--- config.mk ---
export PLATFORM = sky130hd
export DESIGN_NAME = tucanos_process_scheduler
export DESIGN_NICKNAME = d
export VERILOG_FILES = /design/src/rtl/tucanos_process_scheduler.sv
export SDC_FILE = /design/constraint.sdc
export NUM_CORES = 1
export LEC_CHECK = 0
export CELL_PAD_IN_SITES_DETAIL_PLACEMENT = 1
export CELL_PAD_IN_SITES_GLOBAL_PLACEMENT = 1
export CORE_MARGIN = 4
export CORE_UTILIZATION = 40
export CTS_CLUSTER_DIAMETER = 50
export CTS_CLUSTER_SIZE = 14
export DETAILED_ROUTE_END_ITERATION = 10
export PLACE_DENSITY = 0.79
export SYNTH_ARGS = -nofsm -noshare
export SYNTH_HDL_FRONTEND = slang
export SYNTH_SLANG_ARGS = --single-unit
--- constraint.sdc ---
create_clock -name clock -period 2.6 [get_ports clock]
set_clock_uncertainty 0.05 [all_clocks]
set_input_delay 0.26 -clock clock [delete_from_list [all_inputs] [get_ports clock]]
set_output_delay 0.26 -clock clock [all_outputs]
set_load 0.01 [all_outputs]
--- src/rtl/tucanos_process_scheduler.sv ---
// Round-robin process scheduler: saves the running PC on a watchdog event and dispatches the next READY slot.
// Latency: resume_valid in cycle 2+k after event acceptance (k = examined slots); events during busy are dropped.
// Optional TUCANOS_SCHED_STATS_EN adds saturating switch_count and dropped_count outputs.
module tucanos_process_scheduler #(
    parameter int NUM_PROCESSES = 4,
    parameter int INDEX_WIDTH   = 2,
    parameter int PC_WIDTH      = 12
) (
    input  logic                       clock,
    input  logic                       reset_n,
    input  logic                       event_valid,
    input  logic [1:0]                 event_code,
    input  logic [PC_WIDTH-1:0]        current_pc,
    input  logic                       start_valid,
    input  logic [INDEX_WIDTH-1:0]     start_index,
    input  logic [PC_WIDTH-1:0]        start_pc,
    input  logic                       io_done_valid,
    input  logic [INDEX_WIDTH-1:0]     io_done_index,
    output logic                       busy,
    output logic                       resume_valid,
    output logic [PC_WIDTH-1:0]        resume_pc,
    output logic [INDEX_WIDTH-1:0]     current_index,
    output logic                       idle,
    output logic [2*NUM_PROCESSES-1:0] process_status
`ifdef TUCANOS_SCHED_STATS_EN
    ,
    output logic [15:0]                switch_count,
    output logic [7:0]                 dropped_count
`endif
);

    typedef enum logic [1:0] {
        S_IDLE     = 2'd0,
        S_SAVE     = 2'd1,
        S_SELECT   = 2'd2,
        S_DISPATCH = 2'd3
    } state_e;

    localparam logic [1:0] ST_EMPTY   = 2'b00;
    localparam logic [1:0] ST_READY   = 2'b01;
    localparam logic [1:0] ST_RUNNING = 2'b10;
    localparam logic [1:0] ST_WAITING = 2'b11;

    localparam logic [INDEX_WIDTH:0] LAST_MISS = (INDEX_WIDTH+1)'(NUM_PROCESSES - 1);

    state_e                                 state_q, state_d;
    logic [NUM_PROCESSES-1:0][1:0]          status_q, status_d;
    logic [NUM_PROCESSES-1:0][PC_WIDTH-1:0] pc_table_q, pc_table_d;
    logic [INDEX_WIDTH-1:0]                 cur_idx_q, cur_idx_d;
    logic [INDEX_WIDTH-1:0]                 scan_q, scan_d;
    logic [INDEX_WIDTH:0]                   miss_q, miss_d;
    logic                                   idle_q, idle_d;
    logic                                   resume_valid_q, resume_valid_d;
    logic [PC_WIDTH-1:0]                    resume_pc_q, resume_pc_d;
    logic [PC_WIDTH-1:0]                    save_pc_q, save_pc_d;
    logic [1:0]                             save_code_q, save_code_d;

    logic                   event_accept;
    logic                   fsm_wr;
    logic [INDEX_WIDTH-1:0] fsm_idx;
    logic                   start_apply;
    logic                   io_apply;
    logic                   any_ready;

    assign event_accept = event_valid && (state_q == S_IDLE) && !idle_q && (event_code != 2'b11);

    // SAVE and DISPATCH own their slot's status for the cycle; OS requests to it lose.
    always_comb begin
        fsm_wr  = 1'b0;
        fsm_idx = cur_idx_q;
        if (state_q == S_SAVE) begin
            fsm_wr  = 1'b1;
            fsm_idx = cur_idx_q;
        end else if (state_q == S_DISPATCH) begin
            fsm_wr  = 1'b1;
            fsm_idx = scan_q;
        end
    end

    assign start_apply = start_valid && (status_q[start_index] == ST_EMPTY)
                         && !(fsm_wr && (fsm_idx == start_index));
    assign io_apply    = io_done_valid && (status_q[io_done_index] == ST_WAITING)
                         && !(fsm_wr && (fsm_idx == io_done_index));

    always_comb begin
        state_d        = state_q;
        status_d       = status_q;
        pc_table_d     = pc_table_q;
        cur_idx_d      = cur_idx_q;
        scan_d         = scan_q;
        miss_d         = miss_q;
        idle_d         = idle_q;
        resume_valid_d = 1'b0;
        resume_pc_d    = resume_pc_q;
        save_pc_d      = save_pc_q;
        save_code_d    = save_code_q;
        any_ready      = 1'b0;

        if (start_apply) begin
            status_d[start_index]   = ST_READY;
            pc_table_d[start_index] = start_pc;
        end
        if (io_apply) begin
            status_d[io_done_index] = ST_READY;
        end

        for (int i = 0; i < NUM_PROCESSES; i++) begin
            if (status_d[i] == ST_READY) begin
                any_ready = 1'b1;
            end
        end

        case (state_q)
            S_IDLE: begin
                if (event_accept) begin
                    save_pc_d   = current_pc;
                    save_code_d = event_code;
                    state_d     = S_SAVE;
                end else if (idle_q && any_ready) begin
                    scan_d  = cur_idx_q + 1'b1;
                    miss_d  = '0;
                    state_d = S_SELECT;
                end
            end
            S_SAVE: begin
                pc_table_d[cur_idx_q] = save_pc_q;
                case (save_code_q)
                    2'b00:   status_d[cur_idx_q] = ST_READY;
                    2'b01:   status_d[cur_idx_q] = ST_WAITING;
                    default: status_d[cur_idx_q] = ST_EMPTY;
                endcase
                idle_d  = 1'b1;
                scan_d  = cur_idx_q + 1'b1;
                miss_d  = '0;
                state_d = S_SELECT;
            end
            S_SELECT: begin
                // scan_q is held on a hit so DISPATCH knows which slot won.
                if (status_q[scan_q] == ST_READY) begin
                    resume_valid_d = 1'b1;
                    resume_pc_d    = pc_table_q[scan_q];
                    state_d        = S_DISPATCH;
                end else begin
                    scan_d = scan_q + 1'b1;
                    if (miss_q == LAST_MISS) begin
                        idle_d  = 1'b1;
                        state_d = S_IDLE;
                    end else begin
                        miss_d = miss_q + 1'b1;
                    end
                end
            end
            S_DISPATCH: begin
                status_d[scan_q] = ST_RUNNING;
                cur_idx_d        = scan_q;
                idle_d           = 1'b0;
                state_d          = S_IDLE;
            end
            default: state_d = S_IDLE;
        endcase
    end

    always_ff @(posedge clock or negedge reset_n) begin
        if (!reset_n) begin
            state_q        <= S_IDLE;
            status_q       <= '0;
            pc_table_q     <= '0;
            cur_idx_q      <= '0;
            scan_q         <= '0;
            miss_q         <= '0;
            idle_q         <= 1'b1;
            resume_valid_q <= 1'b0;
            resume_pc_q    <= '0;
            save_pc_q      <= '0;
            save_code_q    <= '0;
        end else begin
            state_q        <= state_d;
            status_q       <= status_d;
            pc_table_q     <= pc_table_d;
            cur_idx_q      <= cur_idx_d;
            scan_q         <= scan_d;
            miss_q         <= miss_d;
            idle_q         <= idle_d;
            resume_valid_q <= resume_valid_d;
            resume_pc_q    <= resume_pc_d;
            save_pc_q      <= save_pc_d;
            save_code_q    <= save_code_d;
        end
    end

    assign busy           = (state_q != S_IDLE);
    assign resume_valid   = resume_valid_q;
    assign resume_pc      = resume_pc_q;
    assign current_index  = cur_idx_q;
    assign idle           = idle_q;
    assign process_status = status_q;

`ifdef TUCANOS_SCHED_STATS_EN
    logic [15:0] switch_q, switch_d;
    logic [7:0]  dropped_q, dropped_d;
    logic [1:0]  drop_inc;
    logic [8:0]  drop_sum;

    // Up to three requests can be dropped in one cycle.
    assign drop_inc = 2'(event_valid && !event_accept)
                    + 2'(start_valid && !start_apply)
                    + 2'(io_done_valid && !io_apply);
    assign drop_sum = {1'b0, dropped_q} + {7'b0, drop_inc};

    always_comb begin
        switch_d  = switch_q;
        dropped_d = drop_sum[8] ? 8'hFF : drop_sum[7:0];
        if (resume_valid_q && (switch_q != 16'hFFFF)) begin
            switch_d = switch_q + 16'd1;
        end
    end

    always_ff @(posedge clock or negedge reset_n) begin
        if (!reset_n) begin
            switch_q  <= '0;
            dropped_q <= '0;
        end else begin
            switch_q  <= switch_d;
            dropped_q <= dropped_d;
        end
    end

    assign switch_count  = switch_q;
    assign dropped_count = dropped_q;
`endif

endmodule

* After elaboration in Yosys (flattened, before gate mapping)
Cells that the tools add are included. W data, S select, Z words.
Storage, ports and cells: RAM bits 0, latch bits 0, register bits 93, input port bits 35, word-level logic and storage cells 148, memories 0, ROM bits 0, output and inout port bits 25
Operators by class: magnitude comparators 8, shift-type cells 0, reductions and logical operators 29, bitwise gates (word level) 15, div/mod/pow operators 0, multiplexer cells 55, multipliers 0, add/sub/neg operators 3, equal/unequal tests 21
Operator list (count):
- $bwmux W48 | 2
- $mux W48 | 2
- $demux W12 S2 | 2
- $mux W12 | 3
- $mux W2 | 16
- $pmux W8 S2 | 2
- $bmux W12 S2 | 1
- $and A4 B4 Y4 | 4
- $demux W2 S2 | 4
- $mux W8 | 2
- $not A4 Y4 | 4
- $or A4 B4 Y4 | 4
- $eq A2 B1 Y1 const B | 7
- $logic_and A1 B1 Y1 | 14
- $bmux W2 S2 | 3
- $lt A2 B3 Y1 const B | 4
- $mux W3 | 4
- $mux W1 | 10
- $ne A2 B2 Y1 const B | 5
- $pmux W3 S3 | 1
- $and A8 B8 Y8 | 1
- $ge A2 B1 Y1 const B | 4
- $not A8 Y8 | 1
- $or A8 B8 Y8 | 1
- other kinds (19) | 30

* Longest topological paths before layout
Gate-level depths: netlist of the first run.
depth in word-level cells 19, mapped depth 7, depth with buffers taken out 5

* Least setup slack after synthesis of the first run
OpenSTA, ideal clock, no wires.
path kind reg2reg, start register status_q (netlist bit process_status[6]), end register miss_q[1], required time 2.428 ns, buffers on the path 0, cell stages (with the launch flop) 6, setup time 0.122 ns, data arrival time 1.949 ns, clock period less this slack 2.120 ns, path slack 0.480 ns, cell sequence dfrtp_1 -> nor2b_1 -> mux4_2 -> nor3_1 -> mux2_2 -> a32o_1
Between the ends: cells in the longest elaborated chain, start to end 16, elaborated cells between the ends (all ways) 30, those cells by class eq/ne (8); mux (12); bitwise (3); reduce/logical (7)
Ends and longest elaborated chain:
- from (decl) | line 47 | logic [NUM_PROCESSES-1:0][1:0] status_q, status_d;
- from (signal assigned) | line 178 | status_q <= status_d;
- $bmux W2 S2 | line 80 | assign start_apply = start_valid && (status_q[start_index] == ST_EMPTY)
- $mux W2 (not written as such) | line 80
- $logic_not A2 Y1 | line 80
- $logic_and A1 B1 Y1 | line 80
- $logic_and A1 B1 Y1 | line 81 | && !(fsm_wr && (fsm_idx == start_index));
- $mux W8 | line 99 | if (start_apply) begin
- $or A4 B4 Y4 (no line) or $and A4 B4 Y4 (tied branches)
- $mux W8 | line 103 | if (io_apply) begin
- $eq A2 B1 Y1 | line 108 | if (status_d[i] == ST_READY) begin
- $mux W1 (4 in a row) | line 108
- $logic_and A1 B1 Y1 | line 119 | end else if (idle_q && any_ready) begin
- $ne A2 B1 Y1 (no line)
- $reduce_and A5 Y1 (no line) *
- to (signal assigned) | line 182 | miss_q <= miss_d;
- to (decl) | line 51 | logic [INDEX_WIDTH:0] miss_q, miss_d;
Mark *: on every way between the ends. The rest lies on a longest branch, timed or not. The select of a mux whose other input is x is not followed. A chain may end at the register's enable or synchronous reset.

* Worst setup path after layout of the first run
start register state_q[1], end output port busy
Between the ends: cells in the longest elaborated chain, start to end 1
Ends and longest elaborated chain:
- from (decl) | line 46 | state_e state_q, state_d;
- from (signal assigned) | line 177 | state_q <= state_d;
- $reduce_bool A2 Y1 | line 191 | assign busy = (state_q != S_IDLE);
- to (decl) | line 19 | output logic busy,
No other way between the ends.

==> flow_metrics.py, run 1 <==
metrics = {
    "pwr": {
        "switching_share_pct": 37.2,
        "power_density_nw_per_um2": 1250,
        "cell_internal_pwr_uw": 4770,
        "p_switching_uw": 2820,
        "clockPowerShare_pct": 18.3,
        "power.leakage_uw": 0.00257,
        "combPwrFrac_pct": 44.9,
        "power_frac_seq_pct": 36.8,
        "vdd_drop_max_uv": 516,
    },
    "die": {
        "rows": 40,
        "die_h_um": 118,
        "coreArea_um2": 12000,
        "start_util_pct": 40.8,
        "die_w_um": 118,
        "ios": 60,
        "die_area_um2": 14000,
    },
    "setup_path": {
        "cp-end-kind": "output port",
        "crit_fanout": 12,
        "startpoint_type": "flop",
        "criticalPathCategory": "reg -> out",
        "cp_data_arrival_time_ns": 2.04,
        "cp.required_ns": 2.29,
    },
    "synthesis": {
        "synth.largest_area_cell": "dfrtp_1",
        "synth_area_um2": 4870,
        "synthArstFlopShare_pct": 100,
        "synth_edf_count": 0,
        "ys_seq_elements": 93,
        "synth_top_area_share_pct": 47.2,
        "ys_types": 57,
        "synth_area_leaders": "dfrtp_1 47%, mux2i_1 10%, mux4_2 6.0%",
        "synth_flop_cell": "dfrtp_1",
        "synthCells": 421,
        "synth_nets": 458,
        "yosys-top-cells-count": "92 x dfrtp_1, 56 x nand2_1, 49 x mux2i_1, 38 x o21ai_0, 21 x mux2_2",
        "yosysSeqAreaShare_pct": 47.8,
        "synth_area_per_cell_um2": 11.6,
        "synth.most_common_cell": "dfrtp_1",
        "ys_warn_count": 0,
    },
    "route": {
        "drtIter0Drc": 236,
        "drc_errors": 0,
        "wl_per_cell_um": 21.6,
        "wirelength_um": 13800,
        "vias_per_cell": 5.76,
        "via_count": 3683,
        "drtPass1Iterations": 4,
        "ant_nets": 0,
    },
    "global_routing": {
        "antenna_found_initial": 0,
        "track_usage_pct": 20.9,
        "grt_overflow": 0,
        "grt_max_degree": 94,
        "grt_pass1_vias": 4107,
        "grt_pass1_wl_um": 23100,
    },
    "sta": {
        "worst_slew_pin_slew_ns": 0.790,
        "period_needed_ns": 2.35,
        "relSlewSlack_pct": 47.4,
        "fin_ws_ns": 0.249,
        "finalCritPeriodShare_pct": 90.4,
        "hold_viol_final": 0,
        "final-max-slew-violation-count": 0,
        "max_freq_ghz": 0.425,
        "rsz0062_at_grt": "false",
        "setup_tns_ns": 0,
        "setup_violations": 0,
    },
    "layout": {
        "nets": 524,
        "antennaDiodeCount": 0,
        "final_core_util_pct": 50.7,
        "drive_above_1_share_pct": 17.9,
        "fin_cells": 639,
        "syn2layout_area_growth_pct": 24.4,
        "design_area_um2": 6060,
    },
    "clocking": {
        "cts.htree.levels": 3,
        "cts_setup_buffers": 0,
        "cts_resized": 0,
        "cts_sinks": 93,
        "insertion_delay_ns": 0.35,
        "clock_path_buffers": 2,
        "root_buffer": "clkbuf_16",
        "hold_buffers": 1,
        "clk_pin_slew_ns": 0.07,
        "cts_buffers": 9,
        "cts_tree": "built",
    },
    "outcome": {
        "outcome": "finished, final reports clean",
    },
    "placement": {
        "preCtsSetupSlack_ns": 0.259,
        "gp_congestion": 0.902,
        "place_inst": 622,
        "place_area_um2": 5750,
        "dp_hpwl_um": 9290,
        "port_buffers": 59,
    },
    "min_path": {
        "hp-class": "reg -> reg",
    },
    "flow_run": {
        "maxCapViolations": 0,
    },
}
[power by group through the flow]
stage / combinational [µW] / sequential (µW) / clock (µW)
finish: 3410 / 2800 / 1390
global route: 3740 / 2900 / 1480
CTS: 3440 / 2790 / 1420
detailed placement: 3410 / 2810 / 0
global placement: 3250 / 2740 / 0
floorplan: 2160 / 2690 / 0
[critical path: stages, from the launching register on]
cell             delay [ns]
dfrtp_1                0.43
buf_4                  0.20
buf_4                  0.18
nor2_1                 0.32
inv_1                  0.08
clkdlybuf4s50_1        0.48
[metrics by stage]
stage               hold WS [ns]  total power [µW]
CTS                        0.449              7650
floorplan                -0.0856              4860
finish                     0.449              7590
detailed placement         0.302              6210
global placement           0.297              5990
global route               0.472              8120
[worst paths after layout]
path / slack [ns] / depth (start not counted) / endpoint / start
hold / removal: 0.45 / 1 / resume_pc[10] / resume_pc[10]
hold reg to reg: 0.45 / 1 / resume_pc[10] / resume_pc[10]
max in group asynchronous: 1.66 / 3 / process_status[4] / reset_n
setup / recovery: 0.25 / 5 / busy / state_q[1]
min in group asynchronous: 0.46 / 3 / pc_table_q[6] / reset_n
setup reg to reg: 0.36 / 4 / resume_pc[2] / state_q[0]
[cells in the final DEF (no fill, tap or decap), drive strengths merged, types with 4 or more instances in the layout]
| cell type | Yosys | layout |
|---|---|---|
| a21oi | 7 | 7 |
| o211ai | 4 | 4 |
| nand2 | 56 | 56 |
| nor3b | 4 | 4 |
| nand4 | 4 | 4 |
| nand2b | 6 | 6 |
| mux2i | 50 | 50 |
| nor3 | 5 | 5 |
| a211oi | 6 | 6 |
| mux4 | 13 | 13 |
| nor2b | 6 | 6 |
| inv | 4 | 7 |
| nand4b | 5 | 5 |
| dfrtp | 92 | 92 |
| clkdlybuf4s50 | 0 | 58 |
| mux2 | 29 | 29 |
| o21ai | 52 | 52 |
| buf | 15 | 26 |
| clkbuf | 15 | 10 |
| nor2 | 5 | 5 |
[layer usage]
metal	vias up	share of wire [%]	global-route usage, %
li1	1680	-	-
met1	1878	43	27.5
met2	92	50	34.3
met3	33	3.9	2.68
met4	0	3.1	10.1
met5	-	0	0
[state kept, by name, indices dropped and copies added (netlist names)]
| name | flops |
|---|---|
| miss_q | 3 |
| save_code_q | 2 |
| resume_pc | 12 |
| current_index | 2 |
| state_q | 2 |
| process_status | 8 |
| idle | 1 |
| save_pc_q | 12 |
| pc_table_q | 48 |
| resume_valid | 1 |
| scan_q | 2 |
[final cells by class]
class | count | area, µm²
Clock buffer | 10 | 239
Fill cell | 1245 | 5900
Inverter | 4 | 15.0
Tap cell | 147 | 184
Timing Repair Buffer | 85 | 836
Multi-Input combinational cell | 294 | 2390
Clock inverter | 6 | 68.8
Sequential cell | 93 | 2330
[kinds of logic after synthesis]
family,count (synthesis),share of synthesized area (%)
adders and majority gates,2,0.513
DFF,93,47.8
buffers and inverters,34,3.54
muxes,92,23.2
AOI/OAI and AO/OA,86,11.9
and+or+nand+nor,111,12.5
xor gates and xnor gates,3,0.539
No activity file was read; power rests on OpenSTA's default activity.
==> run 2: changes to the inputs <==
CTS_BUF_LIST = sky130_fd_sc_hd__clkbuf_4 sky130_fd_sc_hd__clkbuf_8 sky130_fd_sc_hd__clkbuf_16   (was unset)
==> results of run 2 <==
No change in the layout: final DEF, timing and power equal those of run 1.
